$ cat src/rtl/bypass_scoreboard_pkg.sv
// bypass_scoreboard_pkg
//   Shared constants for the bypass scoreboard and its per-port selector:
//   parameter defaults, slot field widths, the hard-wired zero register and
//   the pipeline stage indices that the slot numbering follows.
package bypass_scoreboard_pkg;

  // Stage indices; slot k of the scoreboard mirrors pipeline stage k
  localparam int STAGE_EX  = 0;
  localparam int STAGE_MEM = 1;
  localparam int STAGE_WB  = 2;

  // Parameter defaults for bypass_scoreboard
  localparam int DEFAULT_DATA_W     = 32;
  localparam int DEFAULT_ADDR_W     = 5;
  localparam int DEFAULT_NUM_RD     = 2;
  localparam int DEFAULT_DEPTH      = STAGE_WB + 1;
  localparam int DEFAULT_LOAD_STAGE = STAGE_MEM;
  localparam int DEFAULT_CNT_W      = 16;

  // Register 0 is hard-wired to zero: it is never forwarded or written back
  localparam int REG_ZERO = 0;

  // Slot flags: valid, we, isLoad, rdy (one bit each)
  localparam int SLOT_FLAG_W = 4;

  // Total bits held by one slot (flags + destination + data)
  function automatic int slotWidth(input int dataW, input int addrW);
    return SLOT_FLAG_W + addrW + dataW;
  endfunction

endpackage

$ cat src/rtl/bypass_select.sv
// bypass_select
//   Forwarding selector for one read port. Finds the youngest (lowest index)
//   slot whose destination matches the port's source register and reports
//   whether it hit, whether that producer's data is ready, and the data.
//
// Ports:
//   slotValid/slotWe/slotRdy  in  DEPTH           per-slot flags
//   slotRd                    in  DEPTH x ADDR_W  per-slot destination
//   slotData                  in  DEPTH x DATA_W  per-slot result
//   rdEn                      in  1               port read enable
//   rdAddr                    in  ADDR_W          port source register
//   hit                       out 1               some slot matches
//   rdy                       out 1               youngest match has data
//   data                      out DATA_W          youngest match's data
module bypass_select
  import bypass_scoreboard_pkg::*;
#(
  parameter int DATA_W = DEFAULT_DATA_W,
  parameter int ADDR_W = DEFAULT_ADDR_W,
  parameter int DEPTH  = DEFAULT_DEPTH
) (
  input  logic [DEPTH-1:0]             slotValid,
  input  logic [DEPTH-1:0]             slotWe,
  input  logic [DEPTH-1:0]             slotRdy,
  input  logic [DEPTH-1:0][ADDR_W-1:0] slotRd,
  input  logic [DEPTH-1:0][DATA_W-1:0] slotData,
  input  logic                         rdEn,
  input  logic [ADDR_W-1:0]            rdAddr,
  output logic                         hit,
  output logic                         rdy,
  output logic [DATA_W-1:0]            data
);

  logic [DEPTH-1:0] match;

  // A slot matches when it will write this port's source register;
  // register 0 is excluded so a write to r0 can never be forwarded.
  always_comb begin
    match = '0;
    for (int k = 0; k < DEPTH; k++) begin
      match[k] = slotValid[k] & slotWe[k] & rdEn
               & (slotRd[k] != ADDR_W'(REG_ZERO))
               & (slotRd[k] == rdAddr);
    end
  end

  // Priority encoder: scanning oldest to youngest lets the youngest match
  // overwrite any older one, so an unready young producer is never masked
  // by an older ready one.
  always_comb begin
    hit  = 1'b0;
    rdy  = 1'b0;
    data = '0;
    for (int k = DEPTH - 1; k >= 0; k--) begin
      if (match[k]) begin
        hit  = 1'b1;
        rdy  = slotRdy[k];
        data = slotData[k];
      end
    end
  end

endmodule

$ cat src/rtl/bypass_scoreboard.sv
// bypass_scoreboard
//   Tracks in-flight register writes over DEPTH pipeline slots (slot 0 = EX,
//   slot DEPTH-1 = WB), forwards the youngest ready producer to each of
//   NUM_RD read ports, and raises stall when the youngest producer is a load
//   whose data has not arrived. The last slot drives the register-file write
//   port. LOAD_STAGE must be less than DEPTH-1.
//
// Ports:
//   clk, rst_n          in   clock, synchronous active-low reset
//   freeze              in   hold every slot (no shift, no load capture)
//   in_valid/in_we      in   instruction entering slot 0, writes a register
//   in_rd/in_is_load    in   destination, result comes from memory
//   in_data             in   ALU result (ignored for loads)
//   ld_data             in   load data for the load in slot LOAD_STAGE
//   rd_en/rd_addr       in   per-port read enable and packed source regs
//   rf_data             in   packed register-file read data
//   out_data            out  packed forwarded operands
//   stall               out  load-use hazard
//   wb_we/wb_rd/wb_data out  register-file write port
//   stall_cnt           out  saturating count of stalled cycles
module bypass_scoreboard
  import bypass_scoreboard_pkg::*;
#(
  parameter int DATA_W     = DEFAULT_DATA_W,
  parameter int ADDR_W     = DEFAULT_ADDR_W,
  parameter int NUM_RD     = DEFAULT_NUM_RD,
  parameter int DEPTH      = DEFAULT_DEPTH,
  parameter int LOAD_STAGE = DEFAULT_LOAD_STAGE,
  parameter int CNT_W      = DEFAULT_CNT_W
) (
  input  logic                     clk,
  input  logic                     rst_n,
  input  logic                     freeze,
  input  logic                     in_valid,
  input  logic                     in_we,
  input  logic [ADDR_W-1:0]        in_rd,
  input  logic                     in_is_load,
  input  logic [DATA_W-1:0]        in_data,
  input  logic [DATA_W-1:0]        ld_data,
  input  logic [NUM_RD-1:0]        rd_en,
  input  logic [NUM_RD*ADDR_W-1:0] rd_addr,
  input  logic [NUM_RD*DATA_W-1:0] rf_data,
  output logic [NUM_RD*DATA_W-1:0] out_data,
  output logic                     stall,
  output logic                     wb_we,
  output logic [ADDR_W-1:0]        wb_rd,
  output logic [DATA_W-1:0]        wb_data,
  output logic [CNT_W-1:0]         stall_cnt
);

  logic [DEPTH-1:0]             slotValid;
  logic [DEPTH-1:0]             slotWe;
  logic [DEPTH-1:0]             slotRdy;
  logic [DEPTH-1:0][ADDR_W-1:0] slotRd;
  logic [DEPTH-1:0][DATA_W-1:0] slotData;
  // Only slots up to LOAD_STAGE need to remember a pending load; past that
  // point the data has been captured and rdy says everything.
  logic [LOAD_STAGE:0]          slotIsLoad;
  logic [CNT_W-1:0]             stallCnt;

  logic loadCapture;
  assign loadCapture = slotValid[LOAD_STAGE] & slotIsLoad[LOAD_STAGE];

  // Control state: valid/rdy shift with the pipeline, and a load leaving
  // LOAD_STAGE becomes ready in the next slot. The stall counter keeps
  // counting while frozen because a frozen stall is still a lost cycle.
  always_ff @(posedge clk) begin
    if (!rst_n) begin
      slotValid  <= '0;
      slotRdy    <= '0;
      slotIsLoad <= '0;
      stallCnt   <= '0;
    end else begin
      if (stall && (stallCnt != '1)) begin
        stallCnt <= stallCnt + CNT_W'(1);
      end
      if (!freeze) begin
        slotValid <= {slotValid[DEPTH-2:0], in_valid};
        slotRdy   <= {slotRdy[DEPTH-2:0], ~in_is_load};
        for (int k = LOAD_STAGE; k > 0; k--) begin
          slotIsLoad[k] <= slotIsLoad[k-1];
        end
        slotIsLoad[0] <= in_is_load;
        if (loadCapture) begin
          slotRdy[LOAD_STAGE+1] <= 1'b1;
        end
      end
    end
  end

  // Datapath fields need no reset: nothing reads them while valid is low.
  always_ff @(posedge clk) begin
    if (!freeze) begin
      slotWe   <= {slotWe[DEPTH-2:0], in_we};
      slotRd   <= {slotRd[DEPTH-2:0], in_rd};
      slotData <= {slotData[DEPTH-2:0], in_data};
      if (loadCapture) begin
        slotData[LOAD_STAGE+1] <= ld_data;
      end
    end
  end

  assign wb_we     = slotValid[DEPTH-1] & slotWe[DEPTH-1]
                   & (slotRd[DEPTH-1] != ADDR_W'(REG_ZERO));
  assign wb_rd     = slotRd[DEPTH-1];
  assign wb_data   = slotData[DEPTH-1];
  assign stall_cnt = stallCnt;

  logic [NUM_RD-1:0]             portHit;
  logic [NUM_RD-1:0]             portRdy;
  logic [NUM_RD-1:0][DATA_W-1:0] portData;

  for (genvar i = 0; i < NUM_RD; i++) begin : gPort
    bypass_select #(
      .DATA_W (DATA_W),
      .ADDR_W (ADDR_W),
      .DEPTH  (DEPTH)
    ) uSelect (
      .slotValid (slotValid),
      .slotWe    (slotWe),
      .slotRdy   (slotRdy),
      .slotRd    (slotRd),
      .slotData  (slotData),
      .rdEn      (rd_en[i]),
      .rdAddr    (rd_addr[i*ADDR_W +: ADDR_W]),
      .hit       (portHit[i]),
      .rdy       (portRdy[i]),
      .data      (portData[i])
    );

    // An unready hit falls back to rf_data; stall tells decode not to use it
    assign out_data[i*DATA_W +: DATA_W] = (portHit[i] & portRdy[i]) ?
                                          portData[i] :
                                          rf_data[i*DATA_W +: DATA_W];
  end

  assign stall = |(portHit & ~portRdy);

endmodule

$ cat config.mk
export PLATFORM = sky130hd
export DESIGN_NAME = bypass_scoreboard
export DESIGN_NICKNAME = d
export VERILOG_FILES = /design/src/rtl/bypass_scoreboard_pkg.sv /design/src/rtl/bypass_select.sv /design/src/rtl/bypass_scoreboard.sv
export SDC_FILE = /design/constraint.sdc
export NUM_CORES = 1
export LEC_CHECK = 0
export CAP_MARGIN = 20
export CORE_MARGIN = 4
export CORE_UTILIZATION = 41
export DETAILED_ROUTE_END_ITERATION = 7
export GPL_TIMING_DRIVEN = 0
export PLACE_DENSITY = 0.77
export SYNTH_ARGS = -nofsm -noshare
export SYNTH_HDL_FRONTEND = slang
export SYNTH_SLANG_ARGS = --single-unit
$ cat constraint.sdc
create_clock -name clk -period 3.6 [get_ports clk]
set_input_delay 0.54 -clock clk [delete_from_list [all_inputs] [get_ports clk]]
set_output_delay 0.54 -clock clk [all_outputs]
set_load 0.05 [all_outputs]
==> metrics.yaml <==
fmax_mhz: 264.1
vias: 7135
ioPinCount: 270
crit_chain: "or4_4 -> o211ai_1 -> buf_4 -> nor3_4 -> buf_6 -> nor3_4 -> buf_4 -> clkbuf_4 -> a22oi_1 -> o21ai_2 -> mux2_2 -> buf_6"
cp_slowest_stage_delay_ns: 0.54
dp_hpwl_um: 19090
p_clk_share_pct: 38.3
final_cells: 1248
dp_slack_ns: -2.328
drc: 0
synth_area_um2: 7452
post-place-cells: 1164
cts.sinks: 138
grt-ovfl-total: 0
core_um2: 17900
path_buf_inv: 5
status: "finished, violations left"
cp.depth: 12
cts_buffers: 17
top_layer_used: "met4"
slew_headroom_pct: 50.30
portBuffers: 268
yosysUniqueCellTypes: 44
grt_pass1_wl_um: 39610
p_int_mw: 3.149
vdd_drop_max_uv: 318.5
clk_latency_ns: 0.42
wl_met2_um: 13670
p_leak_nw: 4.606
clk_pin_slew_worst_paths_ns: 0.07
track_usage_pct: 25.42
synth_area_per_cell_um2: 11.21
rr_endpoint: "stall_cnt[13]"
dieArea_um2: 20400
drtIter0Drc: 537
ys_ff_latch: 138
finalHoldViolations: 0
hold_class: "reg -> reg"
dr_wl_met3_um: 2214
via_per_inst: 5.717
worst_slack_ns: -0.1868
die_y_um: 142.8
arrival_ns: 3.25
crit_required_ns: 3.06
syn_to_final_growth_pct: 67.21
synth-edff-count: 114
hold_buffers: 0
rows: 49
wl_um: 27610
dieWidth_um: 142.8
antenna_found_initial: 0
max_slew.worst_pin.slew_ns: 0.7455
sw_frac_of_total_pct: 28.79
crit_path_max_fanout: 10
gp_congestion: 0.8682
r2r_setup_slack_ns: 0.41
violations: "negative setup slack"
clockBufferDepth: 2
wire_per_inst_um: 22.13
cts_root_buffer: "clkbuf_16"
maxCapViolations: 0
grt_pass1_vias: 7003
yosys_most_used_dff: "edfxtp_1"
drive_gt1_share_pct: 35.27
fin_crit_sh_pct: 105.2
yosysWarnings: 0
syn_nets: 817
rsz0062_at_grt: "true"
htreeDepth: 4
finalSetupTns_ns: -7.141
end_kind: "primary output"
setup_viol: 64
ff2ff_path_depth: 12
critical_path.startpoint: "slotRd[7]"
async_reset_ff_share_pct: 0
comb_power_share_pct: 17.9
powerDensity_nw_per_um2: 354.9
initial_core_util_pct: 41.63
holdWs_ns: 0.4660
seqPwrFrac_pct: 43.7
wl_met1_um: 11030
layout.nets: 1157
slowest_stage: "or4_4"
cts_tree: "yes"
first_pass_iters: 6
min_period_ns: 3.787
grt_max_degree: 63
yosysSeqAreaShare_pct: 52.38
finClkSkew_ns: 0.01291
synthCells: 665
switchingPower_mw: 1.273
critPathLaunchType: "flip-flop"
ant_nets: 0
critPathTopFamily: "simple AND/OR/NAND/NOR gates"
maxSlewViolCount: 0
cp-endpoint: "out_data[11]"
r2r-start: "slotRd[7]"
path_class: "reg -> out"
power by group through the flow:
stage	sequential [mW]	clock, mW	combinational [mW]
floorplan	1.94	0	0.398
global placement	1.97	0	0.709
detailed placement	1.96	0	0.720
CTS	1.93	1.72	0.770
global route	1.94	1.80	0.824
finish	1.93	1.70	0.793
worst min-delay path by stage:
stage,slack (ns),cells past startpoint,start,end
final,0.47,0,slotWe[0],slotWe[1]
after global routing,0.47,0,slotWe[0],slotWe[1]
after floorplan,0.43,0,slotWe[1],slotWe[2]
after detailed placement,0.44,0,slotWe[0],slotWe[1]
after CTS,0.46,0,slotWe[0],slotWe[1]
after global placement,0.44,0,slotWe[1],slotWe[2]
cell families (layout without fill, tap and decap cells):
family                   after synthesis  after routing  share of synthesized area [%]
AO/OA/AOI/OAI                        185            186                          17.24
XOR/XNOR                              33             33                          3.878
adder cells (fa/ha/maj)                1              1                         0.1679
buffers and inverters                 88            440                          6.581
flip-flops                           138            138                          52.38
multiplexers                          70             70                          10.48
other                                  0              1                              0
AND/OR/NAND/NOR                      150            150                          9.268
cell usage after synthesis (2+ instances only):
cell / count / area, um^2
edfxtp_1: 114 / 3423
nand2_1: 76 / 285.3
o21ai_0: 67 / 335.3
mux2_2: 64 / 720.7
buf_4: 37 / 277.8
clkbuf_1: 34 / 127.6
a22oi_1: 33 / 247.7
nor2_1: 32 / 120.1
dfxtp_1: 24 / 480.5
o31ai_1: 23 / 172.7
a221oi_1: 17 / 148.9
xor2_1: 17 / 148.9
a221o_1: 16 / 160.2
xnor2_1: 16 / 140.1
a21oi_1: 13 / 65.06
or4_1: 8 / 60.06
nand3_1: 7 / 35.03
inv_1: 6 / 22.52
mux2i_1: 6 / 60.06
buf_2: 5 / 25.02
nand4_1: 5 / 31.28
nor4_1: 5 / 31.28
or3_1: 5 / 31.28
buf_1: 4 / 15.01
nor3_1: 4 / 20.02
o211ai_1: 3 / 22.52
a211oi_1: 2 / 15.01
a31oi_1: 2 / 12.51
and3_1: 2 / 12.51
and4_1: 2 / 17.52
buf_6: 2 / 22.52
nor4b_2: 2 / 30.03
registers in the layout, indices dropped and copies added, names as in the netlist:
name	flops
wb_data	32
wb_rd	5
slotRdy	3
slotValid	3
stall_cnt	16
slotData	64
slotWe	3
slotIsLoad	2
slotRd	10
area by class of cell:
type                       instances  area [um^2]
sequential                       138         3904
multi-input combinational        440         3680
timing repair buffer             320         3324
fill                            1291         5441
tap                              229        286.5
clock buffer                      17        425.4
antenna                            1        2.502
inverter                           6        25.02
clock inverter                    15        152.6
buffer                            82        660.6
routing by layer:
metal | up-vias | global-route usage, %
met2 | 368 | 41.89
met3 | 53 | 6.497
met5 | - | 0
li1 | 3209 | -
met1 | 3505 | 32.86
met4 | 0 | 8.304
through the flow:
step                      power (mW)  util (%)  instance area, um^2
after global placement         2.675     59.21                10600
final                          4.422     69.60                12460
after global routing           4.562     69.59                12460
after floorplan                2.335         -                 7631
after CTS                      4.420     67.10                12010
after detailed placement       2.684     59.53                10660
placed cells by master, fill, tap and decap left out, drive strengths merged, types with 2 or more instances in the layout:
cell type,count
o31ai,23
edfxtp,114
a22oi,33
nor4b,2
o21ai,69
clkinv,6
nor3,4
nand4,5
a211oi,3
clkdlybuf4s50,200
o211ai,3
dlygate4sd2,3
and3,2
xnor2,16
mux2i,6
xor2,17
or4,8
a221o,16
nor2,32
or3,5
nor4,5
nand3,7
dfxtp,24
inv,14
a31oi,2
buf,173
a21oi,13
a221oi,17
mux2,64
nand2,76
clkbuf,43
and4,2
timing repair:
action,in CTS,in global routing
pin swaps,23,19
resized for setup,566,109
setup endpoints to repair,65,65
hold endpoints to repair,0,0
gates cloned,4,3
buffers inserted,37,8
(Power assumes the default switching activity.)
